**config.mk**
```make
export PLATFORM = sky130hd
export DESIGN_NAME = cs_window_avg_flat
export DESIGN_NICKNAME = d
export VERILOG_FILES = /design/src/rtl/cs_window_avg_if.sv /design/src/rtl/cs_window_avg.sv /design/src/flat_wrapper.sv
export SDC_FILE = /design/constraint.sdc
export NUM_CORES = 1
export LEC_CHECK = 0
export BUFFER_PORTS_ARGS = -buffer_cell sky130_fd_sc_hd__buf_2
export CORE_UTILIZATION = 50
export DETAILED_ROUTE_END_ITERATION = 7
export GPL_TIMING_DRIVEN = 0
export PLACE_DENSITY = 0.78
export SLEW_MARGIN = 20
export SYNTH_ARGS = -nofsm -noshare
export SYNTH_HDL_FRONTEND = slang
export SYNTH_SLANG_ARGS = --single-unit
```
**constraint.sdc**
```tcl
create_clock -name clk -period 6.59 [get_ports clk]
set_input_delay 1.318 -clock clk [delete_from_list [all_inputs] [get_ports clk]]
set_output_delay 1.318 -clock clk [all_outputs]
set_load 0.01 [all_outputs]
```
**src/rtl/cs_window_avg_if.sv**
```systemverilog
// Sample-stream bus for cs_window_avg: valid/ready sample input, flush, and the result outputs.
// The parameters must match those of the attached cs_window_avg instance.
interface cs_window_avg_if #(
    parameter int DW    = 8,
    parameter int N     = 9,
    parameter int SHIFT = 3
);
    localparam int SW = DW + $clog2(N);
    localparam int YW = SW + 1 - SHIFT;

    logic [DW-1:0] X;
    logic          x_valid;
    logic          x_ready;
    logic          flush;
    logic [YW-1:0] Y;
    logic          y_valid;
    logic          busy;

    modport master (
        output X, x_valid, flush,
        input  x_ready, Y, y_valid, busy
    );

    modport slave (
        input  X, x_valid, flush,
        output x_ready, Y, y_valid, busy
    );
endinterface

```
**src/rtl/cs_window_avg.sv**
```systemverilog
// Sliding-window approximate average: Y = (sum + N*Xappr) >> SHIFT, where Xappr is the largest
// window entry not above floor(sum/N). Uses a bit-serial restoring divider and a serial scan.
module cs_window_avg #(
    parameter int DW    = 8,
    parameter int N     = 9,
    parameter int SHIFT = 3
) (
    input  logic           clk,
    input  logic           reset,
    cs_window_avg_if.slave bus
);
    localparam int SW = DW + $clog2(N);
    localparam int YW = SW + 1 - SHIFT;
    localparam int IW = $clog2(N);
    localparam int CW = $clog2(SW + 1);
    localparam logic [IW-1:0] LAST_IDX = IW'(N - 1);
    localparam logic [CW-1:0] LAST_CNT = CW'(SW - 1);
    localparam logic [SW:0]   N_EXT    = (SW + 1)'(N);

    typedef enum logic [1:0] {S_IDLE, S_DIV, S_SCAN} state_t;

    state_t        state_q, state_d;
    logic [SW-1:0] sum_q, sum_d;
    logic [IW-1:0] wp_q, wp_d;
    logic [SW-1:0] quo_q, quo_d;
    logic [SW-1:0] rem_q, rem_d;
    logic [CW-1:0] cnt_q, cnt_d;
    logic [IW-1:0] idx_q, idx_d;
    logic [DW-1:0] xappr_q, xappr_d;
    logic [YW-1:0] y_q, y_d;
    logic          y_valid_q, y_valid_d;

    logic [N-1:0][DW-1:0] win_vec;
    logic [DW-1:0] old_sample, cur_sample, xappr_new;
    logic [SW-1:0] sum_new;
    logic [SW:0]   trial, trial_sub, y_full, y_shift;
    logic          accept, do_flush, ge, hit, div_last, scan_last;

    assign do_flush   = (state_q == S_IDLE) && bus.flush;
    assign accept     = (state_q == S_IDLE) && !bus.flush && bus.x_valid;
    assign old_sample = win_vec[wp_q];
    assign cur_sample = win_vec[idx_q];
    assign sum_new    = sum_q - SW'(old_sample) + SW'(bus.X);
    assign div_last   = (cnt_q == LAST_CNT);
    assign scan_last  = (idx_q == LAST_IDX);

    // Window entries: cleared by flush, written only at the write pointer on an accepted sample.
    for (genvar gi = 0; gi < N; gi++) begin : g_win
        logic [DW-1:0] entry_q, entry_d;

        always_comb begin
            entry_d = entry_q;
            if (do_flush) begin
                entry_d = '0;
            end else if (accept && (wp_q == IW'(gi))) begin
                entry_d = bus.X;
            end
        end

        always_ff @(posedge clk or negedge reset) begin
            if (!reset) begin
                entry_q <= '0;
            end else begin
                entry_q <= entry_d;
            end
        end

        assign win_vec[gi] = entry_q;
    end

    // Restoring division step: dividend shifts out of quo_q MSB-first, quotient bits shift in.
    assign trial     = {rem_q, quo_q[SW-1]};
    assign ge        = (trial >= N_EXT);
    assign trial_sub = trial - N_EXT;

    assign hit       = (SW'(cur_sample) <= quo_q) && (cur_sample > xappr_q);
    assign xappr_new = hit ? cur_sample : xappr_q;
    assign y_full    = {1'b0, sum_q} + N_EXT * (SW + 1)'(xappr_new);
    assign y_shift   = y_full >> SHIFT;

    always_ff @(posedge clk or negedge reset) begin
        if (!reset) begin
            state_q <= S_IDLE;
        end else begin
            state_q <= state_d;
        end
    end

    always_comb begin
        state_d = state_q;
        case (state_q)
            S_IDLE:  if (accept)    state_d = S_DIV;
            S_DIV:   if (div_last)  state_d = S_SCAN;
            S_SCAN:  if (scan_last) state_d = S_IDLE;
            default:                state_d = S_IDLE;
        endcase
    end

    always_comb begin
        bus.x_ready = (state_q == S_IDLE);
        bus.busy    = (state_q == S_DIV) || (state_q == S_SCAN);
        bus.Y       = y_q;
        bus.y_valid = y_valid_q;
    end

    always_comb begin
        sum_d     = sum_q;
        wp_d      = wp_q;
        quo_d     = quo_q;
        rem_d     = rem_q;
        cnt_d     = cnt_q;
        idx_d     = idx_q;
        xappr_d   = xappr_q;
        y_d       = y_q;
        y_valid_d = 1'b0;
        case (state_q)
            S_IDLE: begin
                if (do_flush) begin
                    sum_d = '0;
                    wp_d  = '0;
                end else if (accept) begin
                    sum_d = sum_new;
                    wp_d  = (wp_q == LAST_IDX) ? '0 : wp_q + 1'b1;
                    quo_d = sum_new;
                    rem_d = '0;
                    cnt_d = '0;
                end
            end
            S_DIV: begin
                quo_d = {quo_q[SW-2:0], ge};
                rem_d = ge ? trial_sub[SW-1:0] : trial[SW-1:0];
                cnt_d = cnt_q + 1'b1;
                if (div_last) begin
                    idx_d   = '0;
                    xappr_d = '0;
                end
            end
            S_SCAN: begin
                xappr_d = xappr_new;
                idx_d   = idx_q + 1'b1;
                if (scan_last) begin
                    y_d       = YW'(y_shift);
                    y_valid_d = 1'b1;
                end
            end
            default: ;
        endcase
    end

    always_ff @(posedge clk or negedge reset) begin
        if (!reset) begin
            sum_q     <= '0;
            wp_q      <= '0;
            quo_q     <= '0;
            rem_q     <= '0;
            cnt_q     <= '0;
            idx_q     <= '0;
            xappr_q   <= '0;
            y_q       <= '0;
            y_valid_q <= 1'b0;
        end else begin
            sum_q     <= sum_d;
            wp_q      <= wp_d;
            quo_q     <= quo_d;
            rem_q     <= rem_d;
            cnt_q     <= cnt_d;
            idx_q     <= idx_d;
            xappr_q   <= xappr_d;
            y_q       <= y_d;
            y_valid_q <= y_valid_d;
        end
    end
endmodule

```
**src/flat_wrapper.sv**
```systemverilog
// flat-port wrapper written by rule: the top's interface ports become plain ports
module cs_window_avg_flat 
#(
    parameter int DW    = 8,
    parameter int N     = 9,
    parameter int SHIFT = 3
)
  (clk, reset, bus_X, bus_x_valid, bus_flush, bus_x_ready, bus_Y, bus_y_valid, bus_busy);
  cs_window_avg_if #(.DW(DW), .N(N), .SHIFT(SHIFT)) bus_i ();
  input  logic clk;
  input  logic reset;
  input wire logic [$bits(bus_i.X)-1:0] bus_X;
  input wire logic [$bits(bus_i.x_valid)-1:0] bus_x_valid;
  input wire logic [$bits(bus_i.flush)-1:0] bus_flush;
  output wire logic [$bits(bus_i.x_ready)-1:0] bus_x_ready;
  output wire logic [$bits(bus_i.Y)-1:0] bus_Y;
  output wire logic [$bits(bus_i.y_valid)-1:0] bus_y_valid;
  output wire logic [$bits(bus_i.busy)-1:0] bus_busy;
  assign bus_i.X = bus_X;
  assign bus_i.x_valid = bus_x_valid;
  assign bus_i.flush = bus_flush;
  assign bus_x_ready = bus_i.x_ready;
  assign bus_Y = bus_i.Y;
  assign bus_y_valid = bus_i.y_valid;
  assign bus_busy = bus_i.busy;
  cs_window_avg #(.DW(DW), .N(N), .SHIFT(SHIFT)) u_core (.clk(clk), .reset(reset), .bus(bus_i));
endmodule
```
==> results.json, run 1 <==
{
  "yosysSeqAreaShare_pct": 38.4,
  "fin_util_pct": 57.3,
  "avgSynthCellArea_sq_um": 9.07,
  "synth_area_leaders": "dfrtp_1, ha_1, a21oi_1",
  "num_vias": 7885,
  "clkTransAtPathRegs_ps": 60,
  "hp-class": "register to register",
  "synth_nets": 1096,
  "synth_edf_count": 0,
  "final_cell_area_sq_um": 10300,
  "drt-total-wl_um": 25100,
  "peakVddDrop_mv": 0.359,
  "io_buffers": 17,
  "layout_common_cells": "dfrtp_1, nand2_1, a21oi_1",
  "die_h_um": 138,
  "rsz0062_at_grt": "false",
  "grt_max_degree": 96,
  "final_cells": 1292,
  "start_kind": "register",
  "root_buffer": "clkbuf_16",
  "crit_path_end_kind": "register",
  "cts-buffers-inserted": 17,
  "tns_ps": 0,
  "critPathMaxStageDelay_ps": 460,
  "grt.overflow.total": 0,
  "crit_buf_inv": 4,
  "track_usage_pct": 28.4,
  "htree_levels": 4,
  "rows": 49,
  "core_sq_um": 18000,
  "drive_above_1_share_pct": 8.47,
  "cts_sinks": 141,
  "die_area_sq_um": 18900,
  "p_per_area_nw_per_um2": 511,
  "clk_latency_ps": 430,
  "yosysTopAreaCell": "dfrtp_1",
  "pin_count": 25,
  "critical_path.slowest_cell": "fa_1",
  "fillers": 1547,
  "async_flop_share_pct": 100,
  "status": "finished clean",
  "wl_per_cell_um": 19.4,
  "syn_to_final_growth_pct": 12.1,
  "worst_pin_slew_ps": 1010,
  "path_cells": "clkbuf_4 > clkbuf_4 > mux4_2 > mux2i_1 > o21ai_2 > ha_1 > nor2b_1 > o211ai_1 > a21oi_1 > nor4_4 > buf_6 > mux2i_4 > inv_1 > ha_1 > fa_1 > ha_1 > a21o_1 > a21o_1 > a21o_1 > a21oi_1 > o41ai_2 > a31o_2 > or4_1 > nand3_1",
  "synth.cell_area_sq_um": 9180,
  "finalCritPeriodShare_pct": 96.4,
  "cellLeakagePower_nw": 4.61,
  "slew_headroom_pct": 32.7,
  "drv_slew": 0,
  "synth.yosys.warnings": 0,
  "antenna_found_initial": 0,
  "grt_first_pass_wirelength_um": 40600,
  "synth_flop_cell": "dfrtp_1",
  "first_global_vias": 7893,
  "final_common_cell": "dfrtp_1",
  "gp_congestion": 0.925,
  "vias_per_cell": 6.10,
  "syn_inst": 1012,
  "maxCapViolCount": 0,
  "finalSetupViolCount": 0,
  "cp.arrival_ps": 6720,
  "synth_top_area_share_pct": 38.4,
  "ys_types": 62,
  "ant_nets": 0,
  "crit_family": "compound AO/OA/AOI/OAI gates",
  "fin_skew_ps": 8.39,
  "dp_hpwl_um": 18300,
  "final-hold-violation-count": 0,
  "dr.pass1.iters": 6,
  "synth_seq_cells": 141,
  "finalNetCount": 1134,
  "post-route-drc-count": 0,
  "cts_tree": "done",
  "critical_path_class": "register to register",
  "fmax_ghz": 0.157,
  "path_max_fanout": 10,
  "diodes": 0,
  "start_util_pct": 51.1,
  "placed_area_sq_um": 9600,
  "die_x_um": 138,
  "ctsLongestPathBuffers": 2,
  "fin_crit_ps": 6350,
  "placed_cells": 1259,
  "drt_iter0_markers": 744,
  "cp.required_ps": 6960
}
## area by class of cell
| type | instances | area, sq um | area share, % |
|---|---|---|---|
| clock buffer | 19 | 443 | 4.30 |
| tap | 229 | 287 | 2.78 |
| multi-input combinational | 729 | 5150 | 50.0 |
| clock inverter | 13 | 186 | 1.81 |
| sequential | 141 | 3530 | 34.3 |
| timing repair buffer | 19 | 130 | 1.26 |
| buffer | 59 | 254 | 2.47 |
| inverter | 83 | 312 | 3.03 |
## metrics by stage
step	hold WS, ps	worst slack [ps]	total power [mW]
finish	476	236	5.26
global route	517	8.02	5.62
CTS	489	37.7	5.14
detailed placement	475	-837	3.97
global placement	458	-714	3.87
floorplan	451	396	3.29
## flip-flops by register name, summed over array words and instances (netlist names)
signal / flops
u_core.state_q: 2
u_core.xappr_q: 8
u_core.g_win.entry_q: 72
u_core.idx_q: 4
u_core.bus.Y: 10
u_core.cnt_q: 4
u_core.quo_q: 12
u_core.sum_q: 12
u_core.wp_q: 4
u_core.rem_q: 12
u_core.bus.y_valid: 1
## worst min-delay path, delay by kind of cell (launching register included)
family | cells | cell delay (ps)
DFF | 1 | 340
AOI/OAI and AO/OA | 1 | 60
and+or+nand+nor | 1 | 40
## report_power, final
part	internal [mW]	total [mW]	switching, mW
clock	0.646	1.04	0.396
sequential	1.06	1.25	0.184
combinational	1.19	2.97	1.78
total	2.90	5.26	2.36
## kinds of logic after synthesis
logic type,Yosys count,synth area share (%)
and+or+nand+nor,324,16.0
AOI/OAI and AO/OA,244,15.8
buffers and inverters,142,5.93
DFF,141,38.4
adders and majority gates,72,10.9
muxes,62,10.4
xor gates and xnor gates,27,2.58
## synthesized netlist by cell type, drive strengths merged (2+ instances only)
cell	number
nor3b	2
nor4b	2
mux2i	38
dfrtp	141
nand4	7
a22o	14
o21bai	5
a222oi	3
nor4	5
xor2	6
o21ai	65
and3	4
buf	7
o41a	2
fa	13
o41ai	2
a21o	12
or3	2
xnor2	21
a211oi	4
o22ai	12
mux4	24
a21oi	106
nor2b	8
a31oi	3
clkbuf	52
a221oi	2
ha	59
nand2	135
nor2	65
o31ai	3
nand3	65
nor3	16
o21a	2
and2	4
inv	83
or2	3
## metal layers
metal	routed length [um]	up-vias	GRT usage, %
met5	0	-	0
met4	881	0	13.0
met3	1910	72	6.07
met2	12100	355	47.3
met1	10200	3819	35.2
li1	-	3639	-
## path summary, 6_finish.rpt
check / startpoint / end / slack, ps / cells past startpoint
max: u_core.idx_q[1]$_DFFE_PN0P_ / u_core.bus.Y[8]$_DFFE_PN0P_ / 240 / 24
min in group asynchronous: reset / u_core.rem_q[8]$_DFFE_PN0P_ / 780 / 1
max reg2reg: u_core.idx_q[1]$_DFFE_PN0P_ / u_core.bus.Y[8]$_DFFE_PN0P_ / 240 / 24
max in group asynchronous: reset / u_core.g_win[4].entry_q[5]$_DFFE_PN0P_ / 5010 / 2
min: u_core.bus.Y[0]$_DFFE_PN0P_ / u_core.bus.Y[0]$_DFFE_PN0P_ / 480 / 2
min reg2reg: u_core.bus.Y[0]$_DFFE_PN0P_ / u_core.bus.Y[0]$_DFFE_PN0P_ / 480 / 2
## timing repair
| item | CTS | global route |
|---|---|---|
| setup endpoints to repair | 6 | 3 |
| pin swaps | 1 | 1 |
| gates resized for setup | 11 | 15 |
| hold buffers | 0 | 0 |
| buffers inserted | 1 | 0 |
(Power assumes the default switching activity.)
==> run 2: changes to the inputs <==
ABC_AREA = 1   (was not set)
==> run 2 against run 1 <==
Compared with the run above:
- the flow now finishes with violations (design-rule violations)
- via count increased by 10%
- global-route usage grew 1.1 points
- non-clock buffer count shrank 10
- synthesized cell count up 21%
- core utilization is 0.21 points higher
- critical endpoint is now u_core.bus.Y[5]$_DFFE_PN0P_
- largest cell class unchanged
==> results.json, run 2 <==
{
  "diodes": 0,
  "r2r_cells": 32,
  "synth_nets": 1310,
  "critPathMaxStageDelay_ps": 510,
  "ys_top_cells_by_count": "nand2_1, inv_1, o21ai_0",
  "ant_nets": 0,
  "synth_area_leaders": "dfrtp_1, o21ai_0, nand2_1",
  "io_buffers": 24,
  "hold_start": "u_core.bus.Y[6]$_DFFE_PN0P_",
  "synth.area.mux_share_pct": 0.364,
  "dp_hpwl_um": 19900,
  "avgSynthCellArea_sq_um": 7.58,
  "cts_tree": "done",
  "synth_xor_xnor_area_share_pct": 0.943,
  "drv_slew": 0,
  "post-route-drc-count": 2,
  "clk_latency_ps": 440,
  "fmax_ghz": 0.175,
  "placed_area_sq_um": 9730,
  "largest_reg_flops": 72,
  "synth_seq_cells": 141,
  "crit_path_end_kind": "register",
  "die_x_um": 138,
  "die_area_sq_um": 19100,
  "gp_congestion": 1.03,
  "pre_cts_ws_ps": 1090,
  "root_buffer": "clkbuf_16",
  "grt.overflow.total": 0,
  "synth_flop_cell": "dfrtp_1",
  "path_max_fanout": 10,
  "setup_slack_ps": 876,
  "tns_ps": 0,
  "drt-total-wl_um": 27100,
  "final_common_cell": "nand2_1",
  "syn_to_final_growth_pct": 12.0,
  "layout_common_cells": "nand2_1, inv_1, o21ai_0",
  "start_util_pct": 51.4,
  "status": "finished, violations left",
  "whs_endpoint": "u_core.bus.Y[6]$_DFFE_PN0P_",
  "pin_count": 25,
  "cts_hold_repair.buffers": 0,
  "synth_edf_count": 0,
  "clkTransAtPathRegs_ps": 60,
  "synth_top_family_by_area": "compound AO/OA/AOI/OAI gates",
  "die_h_um": 138,
  "first_global_vias": 8365,
  "hp-class": "register to register",
  "r2r-end": "u_core.bus.Y[5]$_DFFE_PN0P_",
  "drive_above_1_share_pct": 9.51,
  "multi_input_area_sq_um": 4740,
  "synth_top_area_share_pct": 38.0,
  "num_vias": 8681,
  "core_sq_um": 18100,
  "drt_iter0_markers": 1010,
  "final_cell_area_sq_um": 10400,
  "syn_inst": 1226,
  "async_flop_share_pct": 100,
  "wl_per_cell_um": 17.9,
  "ys_types": 51,
  "rsz0062_at_grt": "false",
  "finalCritPeriodShare_pct": 86.7,
  "rows": 49,
  "maxCapViolCount": 0,
  "fin_crit_ps": 5710,
  "fillers": 1623,
  "grt_max_degree": 91,
  "yosysSeqAreaShare_pct": 38.0,
  "postCtsSetupRepairBufs": 0,
  "dr.pass1.iters": 8,
  "crit_buf_inv": 6,
  "top_register": "u_core.g_win.entry_q",
  "cts-resized-gates": 0,
  "start_kind": "register",
  "synth.yosys.warnings": 0,
  "rrSetupSlack_ps": 880,
  "cp_common_cell": "nand2_1",
  "yosysMostFrequentCell": "nand2_1",
  "crit_family": "adder cells",
  "yosys.area_share.simple_pct": 18.2,
  "grt_first_pass_wirelength_um": 43600,
  "ctsLongestPathBuffers": 2,
  "yosysTopAreaCell": "dfrtp_1",
  "slew_headroom_pct": 49.1,
  "track_usage_pct": 29.5,
  "critical_path_class": "register to register",
  "cts-buffers-inserted": 17,
  "cp.required_ps": 6920,
  "synth_compound_area_share_pct": 20.8,
  "worst_pin_slew_ps": 761,
  "htree_levels": 4,
  "cts_sinks": 141,
  "final-hold-violation-count": 0,
  "regArea_sq_um": 3530,
  "violations": "design-rule violations",
  "antenna_found_initial": 0,
  "whs_path_depth": 2,
  "finalNetCount": 1354,
  "fin_skew_ps": 8.81,
  "critical_path.slowest_cell": "dfrtp_1",
  "finalSetupViolCount": 0,
  "reg2reg_from": "u_core.idx_q[0]$_DFFE_PN0P_",
  "cp.arrival_ps": 6040,
  "synth-adder-area-share_pct": 10.8,
  "synth.cell_area_sq_um": 9290,
  "vias_per_cell": 5.74
}
==> run 2: changes by cell type after synthesis, sizes merged, moves of 24 or more <==
| cell | previous run | this run |
|---|---|---|
| nand2 | 135 | 247 |
| inv | 83 | 213 |
| mux4 | 24 | 0 |
| clkbuf | 52 | 22 |
| mux2i | 38 | 0 |
| o21ai | 65 | 206 |
==> run 2: tightest hold or removal path, stage by stage (launching register included) <==
cell,delay (ps)
dfrtp_1,340
nand2_1,50
nand2_1,50
==> run 2: stage by stage <==
stage	std cells	hold WS (ps)	utilization, %
CTS	1512	477	57.5
detailed placement	1480	460	53.8
floorplan	1226	453	-
global route	1512	497	57.5
finish	1512	470	57.5
global placement	1479	457	53.6
==> run 2: metal layers <==
metal | vias to the layer above | GRT usage [%] | share of wire, %
met1 | 4023 | 38.1 | 41
met4 | 0 | 14.4 | 4.2
met5 | - | 0 | 0
li1 | 4123 | - | -
met2 | 448 | 47.2 | 46
met3 | 87 | 6.27 | 9.1
==> run 2: cell type report <==
cell class / instances / share of cell area, %
Sequential cell: 141 / 33.9
Multi-Input combinational cell: 828 / 45.6
Timing Repair Buffer: 25 / 1.52
Tap cell: 229 / 2.76
Clock inverter: 14 / 2.20
Inverter: 214 / 7.72
Clock buffer: 18 / 4.22
Buffer: 43 / 2.06
==> run 2: cell families after synthesis <==
| family | count (synthesis) |
|---|---|
| AO/OA/AOI/OAI | 344 |
| multiplexers | 3 |
| adder cells (fa/ha/maj) | 72 |
| AND/OR/NAND/NOR | 399 |
| XOR/XNOR | 10 |
| flip-flops | 141 |
| buffers and inverters | 257 |
==> run 2: how the worst max path moves through the flow <==
stage                                      startpoint                     endpoint  slack (ps)  cells past startpoint
after floorplan           u_core.idx_q[0]$_DFFE_PN0P_  u_core.bus.Y[5]$_DFFE_PN0P_        2160                     31
after global placement    u_core.idx_q[0]$_DFFE_PN0P_  u_core.bus.Y[5]$_DFFE_PN0P_        1140                     32
after CTS                 u_core.idx_q[0]$_DFFE_PN0P_  u_core.bus.Y[5]$_DFFE_PN0P_        1030                     32
final                     u_core.idx_q[0]$_DFFE_PN0P_  u_core.bus.Y[5]$_DFFE_PN0P_         880                     32
after global routing      u_core.idx_q[0]$_DFFE_PN0P_  u_core.bus.Y[5]$_DFFE_PN0P_         390                     33
after detailed placement  u_core.idx_q[0]$_DFFE_PN0P_  u_core.bus.Y[5]$_DFFE_PN0P_        1090                     32
Power of run 2 is not shown: default switching activity piles up to over one toggle a cycle in this logic, so the estimate is an artifact.
==> run 3: changes to the inputs <==
REMOVE_ABC_BUFFERS = 1   (was not set)
==> run 3 against run 2 <==
Compared with the run above:
- the flow still finishes with violations (design-rule violations)
- register-to-register slack worse by 560 ps
- sequential cell count unchanged
- final cell count down 2.8%
- highest routed layer unchanged
==> results.json, run 3 (synthesis gave the netlist of run 2 again) <==
{
  "status": "finished, violations left",
  "violations": "design-rule violations",
  "cts_tree": "done",
  "grt.overflow.total": 0,
  "drt_iter0_markers": 860,
  "die_x_um": 138,
  "layout_common_cells": "nand2_1, inv_1, o21ai_0",
  "htree_levels": 4,
  "core_sq_um": 18100,
  "drv_slew": 0,
  "postCtsSetupRepairBufs": 0,
  "top_register": "u_core.g_win.entry_q",
  "rows": 49,
  "io_buffers": 24,
  "root_buffer": "clkbuf_16",
  "r2r-end": "u_core.bus.Y[5]$_DFFE_PN0P_",
  "crit_path_end_kind": "register",
  "largest_reg_flops": 72,
  "critical_path_class": "register to register",
  "critPathMaxStageDelay_ps": 720,
  "antenna_found_initial": 0,
  "wl_per_cell_um": 17.2,
  "finalCritPeriodShare_pct": 95.2,
  "rrSetupSlack_ps": 320,
  "first_global_vias": 8301,
  "diodes": 0,
  "gp_congestion": 0.907,
  "tns_ps": 0,
  "worst_pin_slew_ps": 1160,
  "whs_path_depth": 2,
  "fin_skew_ps": 9.04,
  "rsz0062_at_grt": "false",
  "fmax_ghz": 0.159,
  "pin_count": 25,
  "finalNetCount": 1312,
  "ant_nets": 0,
  "slew_headroom_pct": 22.7,
  "drt-total-wl_um": 25300,
  "cp.arrival_ps": 6600,
  "start_kind": "register",
  "cp.required_ps": 6920,
  "vias_per_cell": 5.78,
  "grt_max_degree": 90,
  "final-hold-violation-count": 0,
  "reg2reg_from": "u_core.idx_q[1]$_DFFE_PN0P_",
  "drive_above_1_share_pct": 8.38,
  "track_usage_pct": 27.8,
  "ctsLongestPathBuffers": 2,
  "cts-resized-gates": 0,
  "dr.pass1.iters": 7,
  "hold_start": "u_core.bus.Y[7]$_DFFE_PN0P_",
  "start_util_pct": 51.4,
  "cts_hold_repair.buffers": 0,
  "finalSetupViolCount": 0,
  "final_common_cell": "nand2_1",
  "post-route-drc-count": 3,
  "cts_sinks": 141,
  "dp_hpwl_um": 17100,
  "syn_to_final_growth_pct": 9.25,
  "cp_common_cell": "nand2_1",
  "critical_path.slowest_cell": "dfrtp_1",
  "path_cells": "inv_2 > nand3_1 > o21ai_1 > ha_1 > a21o_1 > nor2_1 > a21oi_1 > nor2_1 > o21ai_1 > ha_1 > inv_1 > fa_1 > inv_1 > ha_1 > inv_1 > nor3_1 > nand3_1 > nand2_2 > nand2_1 > nand2_1 > nand2_1 > nand3_1 > nand2_1",
  "clk_latency_ps": 440,
  "cts-buffers-inserted": 17,
  "path_max_fanout": 20,
  "clkTransAtPathRegs_ps": 60,
  "hp-class": "register to register",
  "fin_crit_ps": 6270,
  "r2r_cells": 23,
  "num_vias": 8503,
  "maxCapViolCount": 0,
  "die_h_um": 138,
  "grt_first_pass_wirelength_um": 41700,
  "whs_endpoint": "u_core.bus.Y[7]$_DFFE_PN0P_",
  "die_area_sq_um": 19100
}
run 3: cell types whose count changed in the layout (fill, tap and decap cells not counted), moves of 2 or more:
cell        change
o21ai_0         -2
buf_4           -4
inv_6           -5
buf_2          -12
clkbuf_1       -19
clkinv_2        +3
clkinv_4        -2
buf_6           -2
buf_1           -2
clkinvlp_4      +2
bufinv_16       -2
run 3: how the worst max path moves through the flow:
stage                                      startpoint                           to  slack (ps)  cells after the start
after global placement    u_core.idx_q[0]$_DFFE_PN0P_  u_core.bus.Y[5]$_DFFE_PN0P_         220                     26
after detailed placement  u_core.idx_q[0]$_DFFE_PN0P_  u_core.bus.Y[5]$_DFFE_PN0P_         110                     26
after CTS                 u_core.idx_q[0]$_DFFE_PN0P_  u_core.bus.Y[5]$_DFFE_PN0P_          40                     26
final                     u_core.idx_q[1]$_DFFE_PN0P_  u_core.bus.Y[5]$_DFFE_PN0P_         320                     23
after global routing      u_core.idx_q[1]$_DFFE_PN0P_  u_core.bus.Y[5]$_DFFE_PN0P_          70                     23
after floorplan           u_core.idx_q[0]$_DFFE_PN0P_  u_core.bus.Y[5]$_DFFE_PN0P_        1760                     29
run 3: layout make-up:
type                       count  area, sq um
inverter                     214          806
fill                        1649         7940
multi-input combinational    828         4750
tap                          229          287
clock inverter                10          138
timing repair buffer          26          169
clock buffer                  22          464
sequential                   141         3530
run 3: per-layer routing:
metal / part of all wire, % / track usage, % / wire length [um]
met5: 0 / 0 / 0
met4: 3.8 / 13.0 / 974
met3: 8.0 / 5.33 / 2030
met2: 47 / 46.2 / 11900
met1: 41 / 35.1 / 10400
run 3: stage by stage:
step | setup slack, ps | area (sq um) | util [%] | hold WS, ps | cells
3_3_place_gp | 221 | 9480 | 52.4 | 457 | 1436
6_report | 316 | 10100 | 56.1 | 471 | 1470
3_5_place_dp | 109 | 9540 | 52.8 | 460 | 1438
5_1_grt | 69.6 | 10100 | 56.1 | 511 | 1470
4_1_cts | 36.9 | 10100 | 56.1 | 475 | 1470
2_1_floorplan | 1760 | 9070 | - | 453 | 1183
run 3: worst max-delay path, delay by kind of cell, from the launching register on:
kind,cells,cell delay [ps]
flip-flops,1,720
AO/OA/AOI/OAI,4,1140
AND/OR/NAND/NOR,11,2010
buffers and inverters,4,730
adder cells (fa/ha/maj),4,1560
Power of run 3 is left out for the same reason.
